$ cat src/rtl/clksw_sched.sv
// HS/LS CPU clock switch sequencer: chooses fast or slow clock per CPU cycle,
// handshakes with the switch status, and owns the clock configuration register.
module clksw_sched #(
    parameter logic [7:0]  IO_PAGE_LO  = 8'hFC,
    parameter logic [7:0]  IO_PAGE_HI  = 8'hFE,
    parameter int unsigned LS_HOLD     = 4,
    parameter int unsigned ACK_TIMEOUT = 64
) (
    input  logic       hsclk_in,
    input  logic       rst_b,
    input  logic       cpu_cyc_start,
    input  logic [7:0] cpu_addr_hi,
    input  logic       cpu_vda,
    input  logic       clk_is_hs,
    input  logic       cfg_wr,
    input  logic [7:0] cfg_wdata,
    output logic       hsclk_sel,
    output logic [1:0] hsclk_div_sel,
    output logic [1:0] cpuclk_div_sel,
    output logic [7:0] cfg_rdata,
    output logic       busy
);

    localparam int unsigned HW = (LS_HOLD > 0) ? $clog2(LS_HOLD + 1) : 1;
    localparam int unsigned TW = (ACK_TIMEOUT > 1) ? $clog2(ACK_TIMEOUT) : 1;
    localparam logic [HW-1:0] HOLD_LOAD = HW'(LS_HOLD);
    localparam logic [TW-1:0] TMO_LAST  = TW'(ACK_TIMEOUT - 1);

    // Encoding is software-visible through cfg_rdata[6:5].
    typedef enum logic [1:0] {
        LS_RUN = 2'd0,
        HS_REQ = 2'd1,
        HS_RUN = 2'd2,
        LS_REQ = 2'd3
    } state_e;

    state_e          state_q, state_d;
    logic            hsclk_sel_q, hsclk_sel_d;
    logic            turbo_q, turbo_d;
    logic [1:0]      hdiv_pend_q, hdiv_pend_d;
    logic [1:0]      cdiv_pend_q, cdiv_pend_d;
    logic [1:0]      hdiv_app_q, hdiv_app_d;
    logic [1:0]      cdiv_app_q, cdiv_app_d;
    logic            err_q, err_d;
    logic [HW-1:0]   hold_q, hold_d;
    logic [TW-1:0]   tmo_q, tmo_d;

    logic            slow_needed;
    logic            want_hs;
    logic            tmo_hit;
    logic            set_err;
    logic            in_req;
    logic            unused_wdata;

    assign unused_wdata = ^cfg_wdata[6:5];

    always_comb begin
        slow_needed = cpu_vda && (cpu_addr_hi >= IO_PAGE_LO) && (cpu_addr_hi <= IO_PAGE_HI);
        want_hs     = turbo_q && !slow_needed && (hold_q == '0);
        tmo_hit     = (tmo_q == TMO_LAST);
        in_req      = (state_q == HS_REQ) || (state_q == LS_REQ);
    end

    always_comb begin
        state_d     = state_q;
        hsclk_sel_d = hsclk_sel_q;
        set_err     = 1'b0;
        case (state_q)
            LS_RUN: begin
                if (cpu_cyc_start && want_hs) begin
                    state_d     = HS_REQ;
                    hsclk_sel_d = 1'b1;
                end
            end
            HS_REQ: begin
                // An acknowledge arriving on the timeout clock still counts.
                if (clk_is_hs) begin
                    state_d = HS_RUN;
                end else if (tmo_hit) begin
                    state_d     = LS_RUN;
                    hsclk_sel_d = 1'b0;
                    set_err     = 1'b1;
                end else if (!turbo_q) begin
                    state_d     = LS_REQ;
                    hsclk_sel_d = 1'b0;
                end
            end
            HS_RUN: begin
                if ((cpu_cyc_start && slow_needed) || !turbo_q) begin
                    state_d     = LS_REQ;
                    hsclk_sel_d = 1'b0;
                end
            end
            LS_REQ: begin
                if (!clk_is_hs) begin
                    state_d = LS_RUN;
                end else if (tmo_hit) begin
                    state_d = LS_RUN;
                    set_err = 1'b1;
                end
            end
            default: begin
                state_d     = LS_RUN;
                hsclk_sel_d = 1'b0;
            end
        endcase
    end

    // Any state change restarts the acknowledge window; it only advances
    // while parked in a request state.
    always_comb begin
        tmo_d = '0;
        if ((state_d == state_q) && in_req) begin
            tmo_d = tmo_q + 1'b1;
        end
    end

    always_comb begin
        hold_d = hold_q;
        if (cpu_cyc_start) begin
            if (slow_needed) begin
                hold_d = HOLD_LOAD;
            end else if (hold_q != '0) begin
                hold_d = hold_q - 1'b1;
            end
        end
    end

    always_comb begin
        turbo_d     = turbo_q;
        hdiv_pend_d = hdiv_pend_q;
        cdiv_pend_d = cdiv_pend_q;
        if (cfg_wr) begin
            turbo_d     = cfg_wdata[0];
            hdiv_pend_d = cfg_wdata[2:1];
            cdiv_pend_d = cfg_wdata[4:3];
        end

        err_d = err_q;
        if (set_err) begin
            err_d = 1'b1;
        end else if (cfg_wr && cfg_wdata[7]) begin
            err_d = 1'b0;
        end

        // Dividers only move while the switch is confirmed parked on the slow clock.
        hdiv_app_d = hdiv_app_q;
        cdiv_app_d = cdiv_app_q;
        if ((state_q == LS_RUN) && !clk_is_hs) begin
            hdiv_app_d = hdiv_pend_q;
            cdiv_app_d = cdiv_pend_q;
        end
    end

    always_ff @(posedge hsclk_in or negedge rst_b) begin
        if (!rst_b) begin
            state_q     <= LS_RUN;
            hsclk_sel_q <= 1'b0;
            turbo_q     <= 1'b0;
            hdiv_pend_q <= '0;
            cdiv_pend_q <= '0;
            hdiv_app_q  <= '0;
            cdiv_app_q  <= '0;
            err_q       <= 1'b0;
            hold_q      <= '0;
            tmo_q       <= '0;
        end else begin
            state_q     <= state_d;
            hsclk_sel_q <= hsclk_sel_d;
            turbo_q     <= turbo_d;
            hdiv_pend_q <= hdiv_pend_d;
            cdiv_pend_q <= cdiv_pend_d;
            hdiv_app_q  <= hdiv_app_d;
            cdiv_app_q  <= cdiv_app_d;
            err_q       <= err_d;
            hold_q      <= hold_d;
            tmo_q       <= tmo_d;
        end
    end

    assign hsclk_sel      = hsclk_sel_q;
    assign hsclk_div_sel  = hdiv_app_q;
    assign cpuclk_div_sel = cdiv_app_q;
    assign busy           = in_req;
    assign cfg_rdata      = {err_q, state_q, cdiv_pend_q, hdiv_pend_q, turbo_q};

endmodule

$ cat config.mk
export PLATFORM = sky130hd
export DESIGN_NAME = clksw_sched
export DESIGN_NICKNAME = d
export VERILOG_FILES = /design/src/rtl/clksw_sched.sv
export SDC_FILE = /design/constraint.sdc
export NUM_CORES = 1
export LEC_CHECK = 0
export ABC_AREA = 0
export CELL_PAD_IN_SITES_DETAIL_PLACEMENT = 2
export CELL_PAD_IN_SITES_GLOBAL_PLACEMENT = 2
export CORE_MARGIN = 4
export CORE_UTILIZATION = 31
export DETAILED_ROUTE_END_ITERATION = 7
export GPL_TIMING_DRIVEN = 0
export MAX_ROUTING_LAYER = met4
export PLACE_DENSITY = 0.87
export SLEW_MARGIN = 30
export SYNTH_ARGS = -nofsm -noshare
export SYNTH_HDL_FRONTEND = slang
export SYNTH_SLANG_ARGS = --single-unit
$ cat constraint.sdc
create_clock -name hsclk_in -period 3.5 [get_ports hsclk_in]
set_input_delay 0.525 -clock hsclk_in [delete_from_list [all_inputs] [get_ports hsclk_in]]
set_output_delay 0.525 -clock hsclk_in [all_outputs]
set_load 0.02 [all_outputs]
==> flow_summary.ini <==
[worst_setup_path]
critPathSlowestCell = clkdlybuf4s50_1
cp_top_family = buffers and inverters
cp_cell_sequence = inv_1, ha_1, or2_2, clkdlybuf4s50_1
cp.required_ns = 2.97
cpPeakStageDelay_ns = 0.54
worstPathArrival_ns = 2.00
path_class = reg2out
path_buf_inv = 2
cp-end-kind = primary output
critPathMaxFanout = 7
startpoint_type = flip-flop

[logic_synthesis]
synth_area_um2 = 1280
syn_inst = 119
avgSynthCellArea_um2 = 10.8
synth_compound_area_share_pct = 15.8
synth_top_family_by_area = simple AND/OR/NAND/NOR gates
synth-edff-count = 0
netlist.area_leader.share_pct = 43.0
synth-seq-cells = 22
synthesis.nets = 149
ys_types = 36
synthSimpleGateAreaFrac_pct = 17.8
synthMuxAreaShare_pct = 8.70
async_reset_ff_share_pct = 100
synth_xor_area_share_pct = 2.74
synth_ff_type = dfrtp_1
synth_fa_ha_area_share_pct = 7.82
ys_warn_count = 0
synth_top_area_cell = dfrtp_1
ys_seq_area_share_pct = 43.0
netlist_top_cells_area = dfrtp_1 43%, mux2_2 7.9%, ha_1 7.8%

[hold_path]
min_path_type = in2async

[placement]
place.gp.congestion = 0.826
portBuffers = 32
dpl.hpwl_mm = 2.84

[clocking]
clk_latency_ns = 0.26
cts.reportedPaths.clkPinSlew_ns = 0.08
cts_root_buf = clkbuf_8
cts_tree = built
cts-resized-gates = 0
clk_path_buf_depth = 2
postCtsSetupBuffers = 0
htree_levels = 1
postCtsHoldBufs = 0
numClockSinks = 22
cts_inserted_buffers = 3

[flow_run]
cap_violations = 0

[routing]
dr.first_iter.drc_count = 20
routedWlPerCell_um = 17.0
totalWireLength_mm = 3.48
antenna_left = 0
dr.pass1.iters = 4
drc_errors = 0
vias = 1050
avgViaCountPerCell = 5.12

[grt]
grt_pass1_vias = 1227
grt_overflow = 0
grt_max_degree = 23
antenna_found_initial = 0
grt_pass1_wl_mm = 5.89
grtUsageTotal_pct = 14.9

[timing]
slew_headroom_pct = 66.6
max_freq_mhz = 396
tns_ns = 0
hold_viol_final = 0
rsz0062_at_grt = false
setup_violations = 0
hold_ws_ns = 0.219
worst_slew_pin_slew_ns = 0.501
drv_slew = 0
fin_skew_ns = 0.00313
period_share_pct = 72.2
finalCriticalPeriod_ns = 2.53

[layout]
num_antenna_cells = 0
syn2layout_area_growth_pct = 35.1
nets = 186
drive_above_1_share_pct = 18.1

[floorplanning]
start_util_pct = 32.0
core_um2 = 4000
die_h_um = 72.3
dieWidth_um = 72.3
num_io_pins = 36
rows = 23
dieArea_um2 = 5220

[pwr]
p_per_area_nw_per_um2 = 769
leakage_nw = 0.735
intPower_w = 0.000800
power_switching_w = 0.000531
switching_share_pct = 39.9
pwr-share-seq_pct = 29.0
irDropWorstVdd_mv = 0.335
p_clk_share_pct = 17.6
comb_power_share_pct = 53.4

[outcome]
status = finished, final reports clean
cell usage after synthesis, types with 2 or more instances:
library cell / n
dfrtp_1: 22
nand2_1: 11
mux2_2: 9
ha_1: 8
inv_1: 8
o21ai_0: 7
a21oi_1: 6
nor3_2: 5
nand2b_1: 4
nor2_1: 4
a221oi_2: 3
and3_1: 3
buf_4: 2
clkbuf_1: 2
nand3_1: 2
xnor2_1: 2
xor2_1: 2
placed cells by master (no fill, tap or decap), drive strengths merged, types with 2 or more instances in the layout:
| master | n |
|---|---|
| clkdlybuf4s50 | 31 |
| dfrtp | 22 |
| nand2 | 11 |
| mux2 | 9 |
| inv | 8 |
| ha | 8 |
| o21ai | 7 |
| a21oi | 6 |
| nor3 | 5 |
| clkbuf | 5 |
| nand2b | 4 |
| nor2 | 4 |
| and3 | 3 |
| a221oi | 3 |
| nand3 | 3 |
| buf | 3 |
| xor2 | 2 |
| xnor2 | 2 |
| nor3b | 2 |
worst register-to-register path, stage by stage (launching register included):
cell and delay [ns]:
dfrtp_1 0.44, inv_1 0.15, ha_1 0.29, a21oi_1 0.15, a21oi_1 0.07, a221oi_2 0.31
mux2_2 0.47, nor3_2 0.21
path summary, 6_finish.rpt:
kind | from | endpoint | slack, ns | cells past startpoint
worst max-delay path | state_q[1] | busy | 0.97 | 4
worst min-delay path | rst_b | tmo_q[2] | 0.22 | 1
worst max register to register | state_q[1] | tmo_q[4] | 1.33 | 7
worst min register to register | err_q | err_q | 0.51 | 2
max in group asynchronous | rst_b | turbo_q | 2.94 | 1
min in group hsclk_in | err_q | err_q | 0.51 | 2
layout make-up:
type | instances | area (um2)
Multi-Input combinational cell | 85 | 677
Clock inverter | 1 | 30.0
Tap cell | 50 | 62.6
Sequential cell | 22 | 551
Timing Repair Buffer | 32 | 315
Buffer | 4 | 22.5
Clock buffer | 3 | 41.3
Inverter | 8 | 30.0
Fill cell | 433 | 2270
registers in the layout, summed over array words and instances (netlist names), 2 cells and up:
name,flops
tmo_q,6
cpuclk_div_sel,2
hsclk_div_sel,2
hdiv_pend_q,2
hold_q,3
cdiv_pend_q,2
state_q,2
stage by stage:
stage / setup WS, ns / utilization (%) / instance area (um2) / total power [W] / instances
final: 0.972 / 43.2 / 1730 / 0.00133 / 205
after CTS: 0.941 / 43.4 / 1730 / 0.00135 / 205
after global routing: 0.857 / 43.2 / 1730 / 0.00144 / 205
after floorplan: 1.43 / - / 1280 / 0.000850 / 119
after detailed placement: 1.01 / 41.6 / 1660 / 0.00111 / 201
after global placement: 1.13 / 41.6 / 1660 / 0.00106 / 201
power by group through the flow:
stage | clock network, W | registers (W) | logic, W
floorplan | 0 | 0.000432 | 0.000417
global placement | 0 | 0.000383 | 0.000678
detailed placement | 0 | 0.000393 | 0.000717
CTS | 0.000242 | 0.000389 | 0.000722
global route | 0.000256 | 0.000398 | 0.000789
finish | 0.000234 | 0.000386 | 0.000711
metal layers:
metal	track usage [%]	routed length, um
met5	-	0
met3	1.52	118
met4	5.01	52
met2	26.5	1820
met1	17.4	1490
kinds of logic (layout without fill, tap and decap cells):
kind of cell,count (synthesis),after routing
compound gates,26,26
xor+xnor,4,4
fa+ha+maj,8,8
buf+inv,12,48
flops,22,22
mux,10,10
simple gates,37,37
No activity file was read; power rests on OpenSTA's default activity.
